==> src/rtl/music_pkg.sv <==
// music_pkg: note codes, divide-ratio table and sequencer state encoding
package music_pkg;

    localparam logic [3:0] REST = 4'd0;
    localparam logic [3:0] DO   = 4'd1;
    localparam logic [3:0] RE   = 4'd2;
    localparam logic [3:0] MI   = 4'd3;
    localparam logic [3:0] FA   = 4'd4;
    localparam logic [3:0] SO   = 4'd5;
    localparam logic [3:0] LA   = 4'd6;
    localparam logic [3:0] SI   = 4'd7;

    // half-period ratios for a 1 MHz tone-divider clock; unused codes stay silent
    localparam logic [15:0] DIV_TABLE [0:15] = '{
        16'd0, 16'd955, 16'd851, 16'd758, 16'd716, 16'd638, 16'd568, 16'd506,
        16'd0, 16'd0, 16'd0, 16'd0, 16'd0, 16'd0, 16'd0, 16'd0
    };

    typedef enum logic [2:0] {IDLE, LOAD, PLAY, GAP, DONE} state_t;

endpackage

==> src/rtl/song_rom.sv <==
// song_rom: melody table of {note_code, duration} entries
module song_rom
    import music_pkg::*;
#(
    parameter int ADDR_W = 4,
    parameter int DUR_W  = 4
)(
    input  logic [ADDR_W-1:0] addr,
    output logic [3+DUR_W:0]  data
);

    function automatic logic [3+DUR_W:0] e(input logic [3:0] c, input int d);
        return {c, DUR_W'(d)};
    endfunction

    always_comb begin
        data = e(REST, 1);
        case (int'(addr))
            0:  data = e(DO, 2);
            1:  data = e(MI, 0);
            2:  data = e(REST, 3);
            3:  data = e(SO, 1);
            4:  data = e(LA, 2);
            5:  data = e(SI, 1);
            6:  data = e(LA, 1);
            7:  data = e(SO, 2);
            8:  data = e(FA, 2);
            9:  data = e(MI, 1);
            10: data = e(RE, 1);
            11: data = e(DO, 3);
            12: data = e(REST, 1);
            13: data = e(SO, 2);
            14: data = e(RE, 2);
            15: data = e(DO, 4);
            default: data = e(REST, 1);
        endcase
    end

endmodule

==> src/rtl/note_sequencer.sv <==
// note_sequencer: walks the song ROM, loading each note's divide ratio and
// gating the tone divider for the note's duration in beat ticks
module note_sequencer
    import music_pkg::*;
#(
    parameter int F_DIV_WIDTH = 10,
    parameter int SONG_LEN    = 16,
    parameter int ADDR_W      = 4,
    parameter int DUR_W       = 4,
    parameter int TEMPO_DIV   = 1000,
    parameter int GAP_TICKS   = 1
)(
    input  logic                   clockin,
    input  logic                   rst_n,
    input  logic                   start,
    input  logic                   stop,
    input  logic                   loop_en,
    output logic [F_DIV_WIDTH-1:0] f_div,
    output logic                   tone_en,
    output logic [ADDR_W-1:0]      note_idx,
    output logic                   busy,
    output logic                   done
);

    localparam int BW = $clog2(TEMPO_DIV);
    localparam int GW = $clog2(GAP_TICKS + 1);
    localparam int CW = (DUR_W > GW) ? DUR_W : GW;

    state_t             state, nxt, step;
    logic [BW-1:0]      beat_cnt;
    logic [CW-1:0]      cnt;
    logic               start_low;
    logic [3+DUR_W:0]   rom_data;
    logic [3:0]         code;
    logic [DUR_W-1:0]   dur;
    logic               tick, fin, adv, last, start_edge;

    song_rom #(.ADDR_W(ADDR_W), .DUR_W(DUR_W)) u_rom (
        .addr (note_idx),
        .data (rom_data)
    );

    assign code       = rom_data[3+DUR_W -: 4];
    assign dur        = rom_data[DUR_W-1:0];
    // start_low resets to 0 so a start held high through reset is not an edge
    assign start_edge = start & start_low;
    assign tick       = (state inside {PLAY, GAP}) && beat_cnt == BW'(TEMPO_DIV - 1);
    assign fin        = tick && cnt == CW'(1);
    assign adv        = fin && (state == GAP || (state == PLAY && GAP_TICKS == 0));
    assign last       = note_idx == ADDR_W'(SONG_LEN - 1);
    assign step       = (last && !loop_en) ? DONE : LOAD;
    assign busy       = state inside {LOAD, PLAY, GAP};
    assign done       = state == DONE;

    always_comb begin
        nxt = state;
        case (state)
            IDLE:    nxt = start_edge ? LOAD : IDLE;
            LOAD:    nxt = PLAY;
            PLAY:    nxt = fin ? ((GAP_TICKS > 0) ? GAP : step) : PLAY;
            GAP:     nxt = fin ? step : GAP;
            DONE:    nxt = IDLE;
            default: nxt = IDLE;
        endcase
        if (stop) nxt = IDLE;
    end

    always_ff @(posedge clockin or negedge rst_n) begin
        if (!rst_n) begin
            state     <= IDLE;
            beat_cnt  <= '0;
            cnt       <= '0;
            start_low <= 1'b0;
            f_div     <= '0;
            tone_en   <= 1'b0;
            note_idx  <= '0;
        end else begin
            state     <= nxt;
            start_low <= ~start;
            beat_cnt  <= (tick || !(state inside {PLAY, GAP})) ? '0 : beat_cnt + 1'b1;
            if (state == LOAD) cnt <= (dur == '0) ? CW'(1) : CW'(dur);
            else if (fin && state == PLAY) cnt <= CW'(GAP_TICKS);
            else if (tick) cnt <= cnt - 1'b1;
            if (nxt == IDLE || nxt == DONE) begin
                tone_en <= 1'b0;
                f_div   <= '0;
            end else if (state == LOAD) begin
                tone_en <= code != REST;
                f_div   <= F_DIV_WIDTH'(DIV_TABLE[code]);
            end else if (fin) begin
                tone_en <= 1'b0;
            end
            if (nxt == IDLE) note_idx <= '0;
            else if (adv && nxt == LOAD) note_idx <= last ? '0 : note_idx + 1'b1;
        end
    end

endmodule
==> config.mk <==
export PLATFORM = sky130hd
export DESIGN_NAME = note_sequencer
export DESIGN_NICKNAME = d
export VERILOG_FILES = /design/src/rtl/music_pkg.sv /design/src/rtl/song_rom.sv /design/src/rtl/note_sequencer.sv
export SDC_FILE = /design/constraint.sdc
export NUM_CORES = 1
export LEC_CHECK = 0
export ABC_AREA = 0
export BUFFER_PORTS_ARGS = -buffer_cell sky130_fd_sc_hd__buf_2
export CORE_UTILIZATION = 60
export CTS_CLUSTER_DIAMETER = 50
export DETAILED_ROUTE_END_ITERATION = 12
export PLACE_DENSITY = 0.81
export SLEW_MARGIN = 10
export SYNTH_ARGS = -nofsm -noshare
export SYNTH_HDL_FRONTEND = slang
export SYNTH_HIERARCHICAL = 1
export SYNTH_SLANG_ARGS = --single-unit
==> constraint.sdc <==
create_clock -name clockin -period 3.75 [get_ports clockin]
set_input_delay 0.375 -clock clockin [delete_from_list [all_inputs] [get_ports clockin]]
set_output_delay 0.375 -clock clockin [all_outputs]
set_load 0.02 [all_outputs]
Word-level counts from Yosys, hierarchy flattened
Memory sizes are Yosys's and may differ from the RTL's.
Cells that the tools add are included.
{"block": "word_totals", "elab_cells": 66, "in_bits": 5, "ff_bits": 33, "memories": 2, "mem_bits_ro": 352, "out_inout_bits": 17}
{"block": "classes", "reduce_logical": 20, "bitwise": 3, "mux": 21, "n_lt_le_gt_ge": 1, "add_sub_neg": 3, "n_eq_ne": 9}
{"name": "(name not given)", "depth": 16, "width": 16, "rd": 1, "rd_ports_with_merged_regs": 0, "write_ports": 0, "line": "note_sequencer.sv:89", "text": "f_div <= F_DIV_WIDTH'(DIV_TABLE[code]);"}
{"name": "(name not given)", "depth": 16, "width": 6, "rd": 1, "rd_ports_with_merged_regs": 0, "write_ports": 0, "line": "song_rom.sv:18", "text": "case (int'(addr))"}
{"operator": "2-to-1 mux 10 bit", "n": 5}
{"operator": "2-to-1 mux 4 bit", "n": 7}
{"operator": "case mux 3 bit (4 select lines)", "n": 1}
{"operator": "adder 10 x 1 -> 10 bit (second input constant)", "n": 1}
{"operator": "equality test 10 bit (second input constant)", "n": 1}
{"operator": "2-to-1 mux 3 bit", "n": 3}
{"operator": "nonzero test 3 bit", "n": 3}
{"operator": "equality test 3 x 1 -> 1 bit (second input constant)", "n": 2}
{"operator": "equality test 3 x 2 -> 1 bit (second input constant)", "n": 2}
{"operator": "equality test 3 bit (second input constant)", "n": 2}
{"operator": "logical AND 1 bit", "n": 6}
{"operator": "zero test 3 bit", "n": 2}
{"operator": "nonzero test 2 bit", "n": 3}
{"operator": "greater-or-equal comparator 5 bit (second input constant)", "n": 1}
{"operator": "2-to-1 mux 1 bit", "n": 5}
{"operator": "inverter 4 -> 5 bit", "n": 1}
{"operator": "adder 4 x 1 -> 4 bit (second input constant)", "n": 1}
{"operator": "equality test 4 x 1 -> 1 bit (second input constant)", "n": 1}
{"operator": "equality test 4 bit (second input constant)", "n": 1}
{"operator": "zero test 4 bit", "n": 1}
{"operator": "nonzero test 4 bit", "n": 1}
{"operator": "subtractor 4 x 1 -> 4 bit (second input constant)", "n": 1}
{"operator": "zero test 1 bit", "n": 2}
{"operator": "logical OR 1 bit", "n": 2}
{"operator": "2 further kinds", "n": 2}

Depth between registers and ports, before layout
Gate-level depths: netlist of run 1.
{"block": "depth", "ltp_word": 11, "ltp_mapped": 11, "mapped_depth_nobuf": 11}

Cells and area by module
Netlist of run 1, hierarchy kept.
{"mod": "note_sequencer", "instances": 1, "cells_each": 193, "seq_area_each_um2": 825.8, "area_per_inst_um2": 1828.0}
{"mod": "song_rom", "instances": 1, "cells_each": 31, "seq_area_each_um2": 0.0, "area_per_inst_um2": 239.0}

Worst setup path after synthesis of run 1
No wires, ideal clock.
{"block": "synth_path", "path_type": "reg2reg", "startpoint": "reg note_idx[0]", "endpoint": "reg f_div[9]", "period_less_slack_ns": 2.441, "path_slack_ns": 1.309, "path_stages_with_launch": 11, "t_required_ns": 3.673, "arrival_ns": 2.364, "n_path_buf": 0, "setup_time_ns": 0.077, "cell_sequence": "dfrtp_1 > inv_1 > ha_1 > o211ai_1 > o21ai_0 > inv_1 > ha_1 > nor2b_1 > a2111oi_0 > a21oi_1 > a21oi_1"}
{"block": "synth_via", "elab_cells_between_ends": 17, "cone_classes": "eq/ne (2); mux (8); bitwise (1); reduce/logical (4); memory (2)"}
{"element": "start: declaration", "line": "note_sequencer.sv:20", "text": "output logic [ADDR_W-1:0] note_idx,"}
{"element": "start signal: assignment", "line": "note_sequencer.sv:94", "text": "else if (adv && nxt == LOAD) note_idx <= last ? '0 : note_idx + 1'b1;"}
{"element": "memory read (16 x 6 bit)"}
{"element": "named net rom_data[5]", "line": "note_sequencer.sv:33", "text": "logic [3+DUR_W:0] rom_data;"}
{"element": "inverter 4 -> 5 bit (implied by the code)", "line": "note_sequencer.sv:89"}
{"element": "memory read (16 x 16 bit)"}
{"element": "2-to-1 mux 10 bit (implied by the code) (2 in a row)", "line": "note_sequencer.sv:89"}
{"element": "2-to-1 mux 10 bit", "line": "note_sequencer.sv:87", "text": "end else if (state == LOAD) begin"}
{"element": "2-to-1 mux 10 bit", "line": "note_sequencer.sv:84", "text": "if (nxt == IDLE || nxt == DONE) begin"}
{"element": "end signal: assignment", "line": "note_sequencer.sv:89"}
{"element": "end: declaration", "line": "note_sequencer.sv:18", "text": "output logic [F_DIV_WIDTH-1:0] f_div,"}
The timed path passes the listed nets, and every way through them passes these cells. The select of a mux whose other input is x is not followed.
A chain may end at the register's enable or synchronous reset.

Final worst setup path of run 1
Same ends and word-level chain as after synthesis.

==> results.txt, run 1 <==
Ratio of cells with drive above 1 in the final layout -> 0.1411
Ys async rst share -> 1.000
Number of antenna violations at the first check in global routing -> 0
CTS buffer count -> 5
Die ar. -> 3684 sq um
Post_cts resized -> 0
HP Class -> primary input to async pin
Worst VDD drop -> 0.0002027 V
CTS tree -> built
Area leader, netlist -> dfrtp_1
All-layer global routing usage -> 0.2515
Mean post-synth cell area -> 9.228 sq um
CP max stage delay -> 0.56 ns
Postcts setup bufs -> 0
CP Data Required Time -> 4.01 ns
Chip width -> 60.70 um
Io pins -> 22
Setup Viol. Count Final -> 0
Int Power -> 463.2 uW
Min Tclk post-route -> 2.704 ns
Drc violations -> 0
CP top delay family -> compound AO/OA/AOI/OAI gates
CORE AREA -> 3153 sq um
Critical path class -> flop to flop
Clock Skews -> 0.008013 ns
Placed inst area -> 2151 sq um
Power density over the cells -> 291.3 nW/um^2
Mapped Cells -> 224
Clock Latency Late Sink -> 0.33 ns
Ys Warns -> 6
Final net count -> 260
Slowest cell on crit path -> dfrtp_1
# rows -> 20
Port buffer count -> 21
Post-route ant nets -> 0
Final antenna diode count -> 0
Total gr overflow -> 0
Wire per inst -> 13.69 um
Critical Path Fanout Max -> 13
Area Overhead vs Synth -> 6.537%
Final Hold Vio Count -> 0
Top_reg_cell synth -> dfrtp_1
Worst-path clk slew -> 0.10 ns
Fillcell total -> 281
Vias in the first global route -> 1544
DR iter-0 viols -> 73
Clock Sinks -> 33
Area contributors post-synth -> dfrtp_1 (40%), ha_1 (9.1%), a21oi_1 (7.0%)
Hold slack -> 0.09514 ns
Final core occ -> 0.6984
Placer Congestion -> 0.7979
Largest net degree at the start of global routing -> 34
Mapped Area -> 2067 sq um
Final worst slack -> 1.046 ns
RSZ-0062 raised after global routing -> false
Seq/Total Area, Yosys -> 0.3995
Outcome -> completed
Post-synthesis cell type count -> 46
Setup Slack @ Placement -> 1.097 ns
Fmax -> 369.9 MHz
Die Y -> 60.70 um
Sequential power share -> 0.589
Post-DR vias/cell -> 5.912
Data arrival, critical path -> 2.96 ns
CTS Buffer Depth -> 2
Post-synth EDFFs -> 0
Crit path capture type -> flop
Root Buffer -> clkbuf_4
Starting density of the core -> 0.6556
Final TNS setup -> 0 ns
Final HPWL DP -> 2728 um
Htree depth -> 2
Cells along the critical path -> inv_1 -> ha_1 -> o211ai_1 -> o21ai_0 -> inv_1 -> ha_1 -> nor2b_1 -> a2111oi_0 -> a21oi_1 -> a21oi_1
CP Launch Type -> flop
Via count -> 1685
Maxcap violations -> 0
Leakage power -> 0.9908 nW
Worst-Margin Slew -> 0.8840 ns
Final Cycle Share -> 0.7210
Comb pwr share -> 0.110
Final WL -> 3901 um
DR pass1 iterations -> 4
Sw Share -> 0.2778
Sw Pwr -> 178.2 uW
Global-route wire length before repair -> 6920 um
Final instance area -> 2202 sq um
FF+latch count, synth -> 33
Clock power frac -> 0.300
Worst slew margin -> 0.4107
Buf+Inv Stages, Crit Path -> 2
Cts hold-fix bufs -> 0
Top cell type's share of synthesized area -> 0.3995
Final slew viol count -> 0
-- cell families (layout without fill, tap and decap cells) --
logic type / Yosys count / after routing / synth area share
AOI/OAI and AO/OA: 55 / 55 / 0.1586
xor gates and xnor gates: 10 / 10 / 0.04237
adders and majority gates: 15 / 15 / 0.09080
buffers and inverters: 27 / 43 / 0.06598
DFF: 33 / 33 / 0.3995
muxes: 5 / 5 / 0.03027
other: 1 / 2 / 0.001814
and+or+nand+nor: 78 / 78 / 0.2107
-- routing by layer --
| metal | GRT usage | vias to the layer above | wire (um) |
|---|---|---|---|
| li1 | - | 826 | - |
| met1 | 0.3456 | 816 | 1916 |
| met2 | 0.4160 | 38 | 1778 |
| met3 | 0.03838 | 5 | 177 |
| met4 | 0.06818 | 0 | 29 |
| met5 | 0 | - | 0 |
-- placed cells by master (no fill, tap or decap), drive strengths merged, types with 2 or more instances in the layout --
master and count:
a21oi 29, nor3b 4, o21bai 2, or4 2, ha 15, a211oi 3
or3 3, inv 13, nand4 2, nand2 9, clkbuf 6, xnor2 6
buf 22, clkinv 2, conb 2, o21ai 8, nand4b 2, mux2i 4
nor3 10, and3 4, o211ai 3, o41ai 2, a2111oi 3, nor4 3
and4 2, dfrtp 33, nor2 22, nand3 7, xor2 4, nand2b 2
-- power groups by stage --
stage          clock, mW  sequential (mW)  combinational (mW)
3_3_place_gp           0            0.384              0.0705
3_5_place_dp           0            0.385              0.0710
4_1_cts            0.195            0.378              0.0714
5_1_grt            0.208            0.380              0.0822
2_1_floorplan          0            0.384              0.0497
6_report           0.193            0.378              0.0708
-- metrics by stage --
stage	instances	power, mW
after detailed placement	277	0.4560
after global routing	285	0.6698
after floorplan	225	0.4339
final	285	0.6414
after global placement	277	0.4549
after CTS	285	0.6446
-- sequential cells by signal, indices dropped and copies added (netlist names) --
signal,count
state,3
f_div,10
start_low,1
tone_en,1
beat_cnt,10
cnt,4
note_idx,4
-- final timing paths --
path	slack, ns	cells after the start	startpoint	endpoint
min reg2reg	0.47	1	beat_cnt[0]	beat_cnt[0]
max reg2reg	1.05	10	note_idx[0]	f_div[9]
min	0.1	1	rst_n	f_div[1]
max in group asynchronous	3.18	1	rst_n	beat_cnt[0]
max	1.05	10	note_idx[0]	f_div[9]
min in group clockin	0.19	2	start	start_low
-- final cells by class --
type                    count  area, sq um  share of cell area
clock buffers               6        41.29             0.01875
clock inverters             2        10.01            0.004545
inverters                  13        48.80             0.02216
multi-input cells         165         1109              0.5034
flip-flops and latches     33        825.8              0.3750
well taps                  44        55.05             0.02500
repair buffers             22        112.6             0.05114
-- worst register-to-register path: stages (launching register included) --
cell and delay [ns]:
dfrtp_1 0.56, inv_1 0.16, ha_1 0.39, o211ai_1 0.10, o21ai_0 0.26, inv_1 0.14
ha_1 0.25, nor2b_1 0.15, a2111oi_0 0.40, a21oi_1 0.07, a21oi_1 0.14
-- cells in the mapped netlist, types with 3 or more instances --
cell        n
xnor2_1     6
nand2_1     9
clkbuf_1    5
buf_2       4
buf_6       3
o211ai_1    3
a2111oi_0   3
xor2_1      4
nor3_1     10
a21oi_1    29
inv_1      13
and3_1      3
nand3_1     7
mux2i_1     4
nor2_1     22
or3_1       3
a211oi_1    3
ha_1       15
dfrtp_1    33
o21ai_0     8
nor4_1      3
nor3b_1     3
Power figures use the tool's default switching activity.
==> run 2, diff against run 1 <==
--- a/config.mk
+++ b/config.mk
@@ -7,10 +7,10 @@
 export LEC_CHECK = 0
 export ABC_AREA = 0
 export BUFFER_PORTS_ARGS = -buffer_cell sky130_fd_sc_hd__buf_2
-export CORE_UTILIZATION = 60
+export CORE_UTILIZATION = 53
 export CTS_CLUSTER_DIAMETER = 50
 export DETAILED_ROUTE_END_ITERATION = 12
-export PLACE_DENSITY = 0.81
+export PLACE_DENSITY = 0.76
 export SLEW_MARGIN = 10
 export SYNTH_ARGS = -nofsm -noshare
 export SYNTH_HDL_FRONTEND = slang
==> constraint.sdc (replaced) <==
create_clock -name clockin -period 2.2 [get_ports clockin]
set_input_delay 0.22 -clock clockin [delete_from_list [all_inputs] [get_ports clockin]]
set_output_delay 0.22 -clock clockin [all_outputs]
set_load 0.02 [all_outputs]
==> run 2 against run 1 <==
Net effect: the run now ends with negative hold slack left; critical path type unchanged; total power is 93% higher; combinational power is 89% higher; register-to-register slack worse by 0.98 ns; critical endpoint unchanged; count of clock-buffer cells in the layout is 1 higher; fmax is 27% higher; via count is 0.18% higher.
==> results.txt, run 2 (synthesis results as in run 1) <==
Outcome -> complete, but fails checks (was completed)
Failing checks -> negative hold slack
Buf+Inv Stages, Crit Path -> 2 (unchanged)
Data arrival, critical path -> 2.34 ns (was 2.96 ns)
R2R Path Start -> note_idx[1] (was note_idx[0])
Die Y -> 64.45 um (was 60.70 um)
Fillcell total -> 324 (was 281)
CP top delay family -> compound AO/OA/AOI/OAI gates (unchanged)
Drc violations -> 0 (unchanged)
Commonest cells after routing, fill and taps aside -> dfrtp_1 (31), a21oi_1 (28), nor2_1 (22) (was dfrtp_1 (33), a21oi_1 (29), nor2_1 (22))
Final slew viol count -> 0 (unchanged)
CP Launch Type -> flop (unchanged)
# rows -> 22 (was 20)
Port buffer count -> 21 (unchanged)
Fmax -> 468.2 MHz (was 369.9 MHz)
Multi-input combinational cell area -> 1127 sq um (was 1109 sq um)
Final HPWL DP -> 3052 um (was 2728 um)
Min Tclk post-route -> 2.136 ns (was 2.704 ns)
CORE AREA -> 3689 sq um (was 3153 sq um)
Starting density of the core -> 0.5604 (was 0.6556)
Crit path capture -> f_div[9] (unchanged)
Setup Viol. Count Final -> 0 (unchanged)
Placer Congestion -> 0.8318 (was 0.7979)
Chip width -> 64.45 um (was 60.70 um)
Final core occ -> 0.6401 (was 0.6984)
Crit path capture type -> flop (unchanged)
Hold slack -> -0.01048 ns (was 0.09514 ns)
Clock Latency Late Sink -> 0.28 ns (was 0.33 ns)
Wire per inst -> 14.06 um (was 13.69 um)
Total gr overflow -> 0 (unchanged)
Htree depth -> 2 (unchanged)
Leakage power -> 1.070 nW (was 0.9908 nW)
Root Buffer -> clkbuf_8 (was clkbuf_4)
Post-route ant nets -> 0 (unchanged)
Worst r2r dst -> f_div[9] (unchanged)
Reg2Reg Setup Slack -> 0.06 ns (was 1.05 ns)
HP Class -> primary input to async pin (unchanged)
Final net count -> 273 (was 260)
Ratio of cells with drive above 1 in the final layout -> 0.2134 (was 0.1411)
Number of antenna violations at the first check in global routing -> 0 (unchanged)
Final antenna diode count -> 0 (unchanged)
CTS buffer count -> 5 (unchanged)
Power density over the cells -> 525.0 nW/um^2 (was 291.3 nW/um^2)
All-layer global routing usage -> 0.2258 (was 0.2515)
Worst-path clk slew -> 0.07 ns (was 0.10 ns)
Final Hold Vio Count -> 25 (was 0)
Placed cell count -> 293 (was 277)
CTS tree -> built (unchanged)
Worst slew margin -> 0.5236 (was 0.4107)
Biggest regs -> beat_cnt x10, f_div x10 (unchanged)
Critical Path Fanout Max -> 7 (was 13)
Die ar. -> 4154 sq um (was 3684 sq um)
Cts hold-fix bufs -> 0 (unchanged)
Final Cycle Share -> 0.9708 (was 0.7210)
Final WL -> 4231 um (was 3901 um)
Final worst slack -> 0.06430 ns (was 1.046 ns)
Worst VDD drop -> 0.0002964 V (was 0.0002027 V)
Critical path class -> flop to flop (unchanged)
Setup Slack @ Placement -> 0.02289 ns (was 1.097 ns)
Worst setup path startpoint -> note_idx[1] (was note_idx[0])
Reg area -> 828.3 sq um (was 825.8 sq um)
CP Data Required Time -> 2.40 ns (was 4.01 ns)
Post-route insts no fill -> 301 (was 285)
CTS Buffer Depth -> 2 (unchanged)
Via count -> 1688 (was 1685)
Worst-Margin Slew -> 0.7146 ns (was 0.8840 ns)
Post-DR vias/cell -> 5.608 (was 5.912)
Io pins -> 22 (unchanged)
Maxcap violations -> 0 (unchanged)
Global-route wire length before repair -> 7127 um (was 6920 um)
Vias in the first global route -> 1536 (was 1544)
Critical Path Stages -> 9 (was 10)
Cells on worst reg2reg path -> 9 (was 10)
Largest net degree at the start of global routing -> 34 (unchanged)
Most common library cell in the layout ignoring fill and taps -> dfrtp_1 (unchanged)
Cells along the critical path -> inv_2 -> ha_1 -> o211ai_1 -> o21ai_2 -> buf_4 -> ha_1 -> a2111oi_2 -> a21oi_1 -> a21oi_1 (was inv_1 -> ha_1 -> o211ai_1 -> o21ai_0 -> inv_1 -> ha_1 -> nor2b_1 -> a2111oi_0 -> a21oi_1 -> a21oi_1)
CP max stage delay -> 0.44 ns (was 0.56 ns)
Clock Skews -> 0.006195 ns (was 0.008013 ns)
Area Overhead vs Synth -> 14.22% (was 6.537%)
DR iter-0 viols -> 68 (was 73)
DR pass1 iterations -> 4 (unchanged)
Clock Sinks -> 33 (unchanged)
Slowest cell on crit path -> dfrtp_2 (was dfrtp_1)
run 2: layout make-up:
| type | count | share of cell area |
|---|---|---|
| clock buffers | 7 | 0.03657 |
| flip-flops and latches | 33 | 0.3508 |
| multi-input cells | 165 | 0.4775 |
| repair buffers | 35 | 0.08903 |
| well taps | 48 | 0.02544 |
| inverters | 13 | 0.02067 |
run 2: worst register-to-register path, delay by kind of cell (launching register included):
| family | cells | cell delay, ns |
|---|---|---|
| AO/OA/AOI/OAI | 5 | 0.91 |
| adder cells (fa/ha/maj) | 2 | 0.49 |
| flip-flops | 1 | 0.44 |
| buffers and inverters | 2 | 0.22 |
run 2: through the flow:
| step | setup TNS (ns) | power, mW | instance area (sq um) |
|---|---|---|---|
| after CTS | 0 | 1.249 | 2344 |
| after global placement | 0 | 0.7845 | 2256 |
| after global routing | -0.02611 | 1.302 | 2361 |
| final | 0 | 1.240 | 2361 |
| after floorplan | 0 | 0.7395 | 2081 |
| after detailed placement | 0 | 0.7898 | 2256 |
run 2: repair_timing:
item,4_1_cts,5_1_grt
setup endpoints to repair,1,3
gates resized for setup,1,4
buffers inserted,0,1
run 2: per-layer routing:
layer  up-vias  global-route usage  part of all wire
li1        848                   -                 -
met3         2             0.04754             0.032
met1       808              0.3197              0.50
met2        30              0.3474              0.46
met5         -                   0                 0
met4         0             0.06667            0.0061
run 2: how the worst min path moves through the flow:
| stage | startpoint | to | slack (ns) | cells past startpoint |
|---|---|---|---|---|
| 2_1_floorplan | rst_n | beat_cnt[0] | -0.08 | 0 |
| 3_3_place_gp | rst_n | beat_cnt[6] | 0.32 | 1 |
| 4_1_cts | rst_n | beat_cnt[6] | 0.02 | 1 |
| 5_1_grt | rst_n | beat_cnt[8] | 0.06 | 1 |
| 3_5_place_dp | rst_n | beat_cnt[6] | 0.32 | 1 |
| 6_report | rst_n | beat_cnt[5] | -0.01 | 1 |
run 2: power by group:
part	total, mW	switching (mW)	internal, mW	leakage [nW]
clock	0.460	0.212	0.248	0.0443
sequential	0.646	0.0176	0.628	0.448
combinational	0.134	0.0841	0.0498	0.578
total	1.24	0.314	0.926	1.07
